==> src/rtl/clk_div_gen.sv <==
// Multi-channel clock divider / enable generator: per-channel tick strobe and 50% divided level,
// with runtime ratio changes deferred to a terminal count so no short or long periods appear.
module clk_div_gen #(
  parameter int NUM_CH      = 2,
  parameter int CNT_W       = 8,
  parameter int DEFAULT_DIV = 2,
  parameter int CH_W        = (NUM_CH > 1) ? $clog2(NUM_CH) : 1
) (
  input  logic              clk,
  input  logic              rst,
  input  logic [NUM_CH-1:0] en,
  input  logic              cfg_valid,
  input  logic [CH_W-1:0]   cfg_ch,
  input  logic [CNT_W-1:0]  cfg_div,
  output logic              cfg_ready,
  output logic [NUM_CH-1:0] tick,
  output logic [NUM_CH-1:0] div_clk
);

  logic [NUM_CH-1:0][CNT_W-1:0] cnt_q, cnt_d;
  logic [NUM_CH-1:0][CNT_W-1:0] div_reg_q, div_reg_d;
  logic [NUM_CH-1:0][CNT_W-1:0] pend_div_q, pend_div_d;
  logic [NUM_CH-1:0]            pend_valid_q, pend_valid_d;
  logic [NUM_CH-1:0]            tick_q, tick_d;
  logic [NUM_CH-1:0]            div_clk_q, div_clk_d;
  logic [NUM_CH-1:0]            running, terminal, apply;
  logic                         wr_ok;

  // Writes to channels that do not exist are always accepted and then dropped.
  always_comb begin
    cfg_ready = 1'b1;
    if (!rst) begin
      for (int i = 0; i < NUM_CH; i++) begin
        if (cfg_ch == CH_W'(i)) cfg_ready = ~pend_valid_q[i];
      end
    end
  end

  assign wr_ok = cfg_valid & cfg_ready;

  always_comb begin
    cnt_d        = cnt_q;
    div_reg_d    = div_reg_q;
    pend_div_d   = pend_div_q;
    pend_valid_d = pend_valid_q;
    tick_d       = '0;
    div_clk_d    = div_clk_q;
    running      = '0;
    terminal     = '0;
    apply        = '0;
    for (int i = 0; i < NUM_CH; i++) begin
      running[i]  = en[i] && (div_reg_q[i] != '0);
      terminal[i] = running[i] && (cnt_q[i] == div_reg_q[i] - CNT_W'(1));
      if (terminal[i]) begin
        cnt_d[i]     = '0;
        tick_d[i]    = 1'b1;
        div_clk_d[i] = ~div_clk_q[i];
      end else if (running[i]) begin
        cnt_d[i] = cnt_q[i] + CNT_W'(1);
      end else begin
        cnt_d[i] = '0;
      end
      // A pending ratio lands on a period boundary, or at once when the channel is idle.
      apply[i] = pend_valid_q[i] && (terminal[i] || !en[i] || (div_reg_q[i] == '0));
      if (apply[i]) begin
        div_reg_d[i]    = pend_div_q[i];
        cnt_d[i]        = '0;
        pend_valid_d[i] = 1'b0;
      end
      if (wr_ok && (cfg_ch == CH_W'(i))) begin
        pend_div_d[i]   = cfg_div;
        pend_valid_d[i] = 1'b1;
      end
    end
  end

  always_ff @(posedge clk) begin
    if (rst) begin
      for (int i = 0; i < NUM_CH; i++) begin
        cnt_q[i]      <= '0;
        div_reg_q[i]  <= CNT_W'(DEFAULT_DIV);
        pend_div_q[i] <= '0;
      end
      pend_valid_q <= '0;
      tick_q       <= '0;
      div_clk_q    <= '0;
    end else begin
      cnt_q        <= cnt_d;
      div_reg_q    <= div_reg_d;
      pend_div_q   <= pend_div_d;
      pend_valid_q <= pend_valid_d;
      tick_q       <= tick_d;
      div_clk_q    <= div_clk_d;
    end
  end

  assign tick    = tick_q;
  assign div_clk = div_clk_q;

endmodule

==> config.mk <==
export PLATFORM = sky130hd
export DESIGN_NAME = clk_div_gen
export DESIGN_NICKNAME = d
export VERILOG_FILES = /design/src/rtl/clk_div_gen.sv
export SDC_FILE = /design/constraint.sdc
export NUM_CORES = 1
export LEC_CHECK = 0
export ABC_AREA = 0
export CORE_ASPECT_RATIO = 0.7
export CORE_MARGIN = 2
export CORE_UTILIZATION = 50
export CTS_CLUSTER_DIAMETER = 60
export CTS_CLUSTER_SIZE = 12
export DETAILED_ROUTE_END_ITERATION = 6
export HOLD_SLACK_MARGIN = 0.12
export PLACE_DENSITY_LB_ADDON = 0.12
export SLEW_MARGIN = 20
export SYNTH_ARGS = -nofsm -noshare
export SYNTH_HDL_FRONTEND = slang
export SYNTH_SLANG_ARGS = --single-unit
==> constraint.sdc <==
create_clock -name clk -period 2.47 [get_ports clk]
set_clock_uncertainty 0.15 [all_clocks]
set_input_delay 0.247 -clock clk [delete_from_list [all_inputs] [get_ports clk]]
set_output_delay 0.247 -clock clk [all_outputs]
set_load 0.005 [all_outputs]
==> flow_metrics.py <==
metrics = {
    "routing": {
        "dr.pass1.iters": 4,
        "drc": 0,
        "antenna_left": 0,
        "drt_iter0_drc": 114,
        "wl_per_cell_um": 14.6,
        "avgViaCountPerCell": 5.52,
        "wl_mm": 6.03,
        "vias": 2284,
    },
    "die": {
        "die-area_um2": 6180,
        "num_io_pins": 19,
        "initial_utilization_pct": 52.3,
        "die_w_um": 93.1,
        "rows": 22,
        "fp.dieH_um": 66.4,
        "core_area_um2": 5310,
    },
    "synth": {
        "yosysTopAreaCell": "dfxtp_1",
        "synth_seq_cells": 54,
        "yosysSeqAreaShare_pct": 38.9,
        "synth_warnings": 0,
        "synth_area_per_cell_um2": 8.85,
        "netlist_area_um2": 2780,
        "ys.flop_type": "dfxtp_1",
        "synth_edf_count": 0,
        "netlist_top_cells_area": "dfxtp_1 (39%), mux2i_1 (9.0%), nor2_1 (6.8%)",
        "synth_top_area_share_pct": 38.9,
        "synth_cell_type_count": 48,
        "syn-num-nets": 332,
        "syn_inst": 314,
        "async_flop_share_pct": 0,
    },
    "layout": {
        "final_nets": 359,
        "fillers": 446,
        "diodes": 0,
        "mostFrequentLayoutCells": "nor2_1 (50), dfxtp_1 (50), nand2_1 (28)",
        "stdcell_count": 414,
        "drive_gt1_share_pct": 16.4,
        "synthToLayoutAreaGrowth_pct": 18.6,
    },
    "pwr": {
        "power_density_nw_per_um2": 548,
        "p_leak_nw": 1.27,
        "vdd_drop_max_v": 0.000336,
    },
    "timing": {
        "worstMarginPinSlew_ns": 0.472,
        "period_needed_ns": 2.51,
        "rsz0062_at_grt": "yes",
        "relSlewSlack_pct": 68.5,
        "finalSetupTns_ns": -0.0746,
        "timing.final.crit_share_pct": 102,
        "fmax_mhz": 398,
        "setup_ws_ns": -0.0423,
        "hold_violations": 0,
        "setup-violations-final": 3,
        "slew_viol_final": 0,
    },
    "clocking": {
        "clkTransAtPathRegs_ns": 0.10,
        "cts_tree": "yes",
        "h-tree-depth": 2,
        "clockBufferDepth": 2,
        "cts.sinks": 54,
        "clockRootBuffer": "clkbuf_8",
        "clk-insertion-delay-late_ns": 0.31,
        "numCtsBuffers": 5,
        "cts_hold_buffers": 0,
    },
    "setup_path": {
        "cp-start-kind": "flip-flop",
        "arrival_ns": 2.54,
        "crit_fanout": 5,
        "cp.required_ns": 2.50,
        "end_kind": "flip-flop",
        "worstSetupPathType": "reg -> reg",
    },
    "place": {
        "dp.cells": 405,
        "pre_cts_slack_ns": -0.0795,
        "dp_hpwl_mm": 4.48,
        "port_buffers": 18,
        "gp_congestion": 0.843,
    },
    "grt": {
        "grt_pass1_wl_mm": 9.99,
        "antenna_found_initial": 0,
        "grt_use_met3_pct": 4.33,
        "grt_use_met1_pct": 32.2,
        "grt_max_degree": 40,
        "grt-busiest-layer": "met1",
        "first_global_vias": 2077,
        "gr-usage-met2_pct": 28.2,
        "grt_use_total_pct": 20.6,
        "gr-total-overflow": 0,
    },
    "job": {
        "drv_cap": 0,
    },
    "run_status": {
        "run_status": "finished with violations",
        "violations": "setup timing",
    },
    "hold_path": {
        "hold_path.class": "reg -> reg",
    },
}
-- synthesized netlist by cell type (all sizes together) (3+ instances only) --
master / instances
dfxtp: 54
nor2: 50
nand2: 29
mux2i: 25
xnor2: 17
nand3: 14
clkbuf: 13
xor2: 13
inv: 10
nor3: 8
nand4: 7
o311ai: 7
a32oi: 6
and3: 6
buf: 6
ha: 4
a21oi: 3
or4: 3
-- metrics by stage --
stage / util (%) / hold slack (ns) / power [mW] / cell area (um^2)
after CTS: 61.7 / 0.317 / 1.81 / 3280
after floorplan: - / 0.241 / 1.11 / 2810
after global placement: 58.7 / 0.298 / 1.20 / 3120
after global routing: 62.0 / 0.341 / 1.89 / 3290
after detailed placement: 58.7 / 0.304 / 1.20 / 3120
final: 62.0 / 0.316 / 1.80 / 3290
-- sequential cells by signal, summed over array words and instances (netlist names) --
register      cells
cnt_q            16
div_reg_q        16
pend_div_q       16
div_clk           2
pend_valid_q      2
tick              2
-- layer usage --
layer,wire (um),part of all wire [%],vias up
met4,43,0.71,0
met5,0,0,-
met1,3380,56,1057
li1,-,-,1162
met2,2300,38,60
met3,298,4.9,5
-- cells by family after synthesis --
| logic type | after synthesis | synth area share [%] |
|---|---|---|
| flops | 54 | 38.9 |
| compound gates | 39 | 13.0 |
| simple gates | 131 | 22.2 |
| fa+ha+maj | 4 | 1.80 |
| xor+xnor | 30 | 9.46 |
| mux | 27 | 9.82 |
| buf+inv | 29 | 4.77 |
-- final cells by class --
type / instances / area [um^2] / area share (%)
inverters: 10 / 37.5 / 1.14
clock buffers: 5 / 68.8 / 2.09
flip-flops and latches: 54 / 1090 / 33.0
repair buffers: 39 / 350 / 10.6
well taps: 72 / 90.1 / 2.74
clock inverters: 3 / 45.0 / 1.37
multi-input cells: 231 / 1620 / 49.1
-- timing repair --
item	in CTS	in global routing
setup buffers	1	0
endpoints found under the setup margin	13	25
pin swaps	0	1
gates resized for setup	8	6
-- critical path: stages (launching register included) --
cell	delay, ns
dfxtp_2	0.34
or4_4	0.56
o41ai_4	0.31
o41ai_2	0.14
buf_4	0.15
nor4_1	0.33
buf_4	0.22
o21a_1	0.11
o211ai_1	0.07
-- final timing paths --
check                 from           end  slack, ns  cells past startpoint
max          div_reg_q[11]  div_reg_q[9]      -0.04                      8
min          pend_div_q[2]  div_reg_q[2]       0.32                      2
max reg2reg  div_reg_q[11]  div_reg_q[9]      -0.04                      8
min reg2reg  pend_div_q[2]  div_reg_q[2]       0.32                      2
-- power by group --
part	switching (mW)	internal, mW
sequential	0.0264	0.900
combinational	0.144	0.133
clock	0.298	0.302
Power figures use the tool's default switching activity.
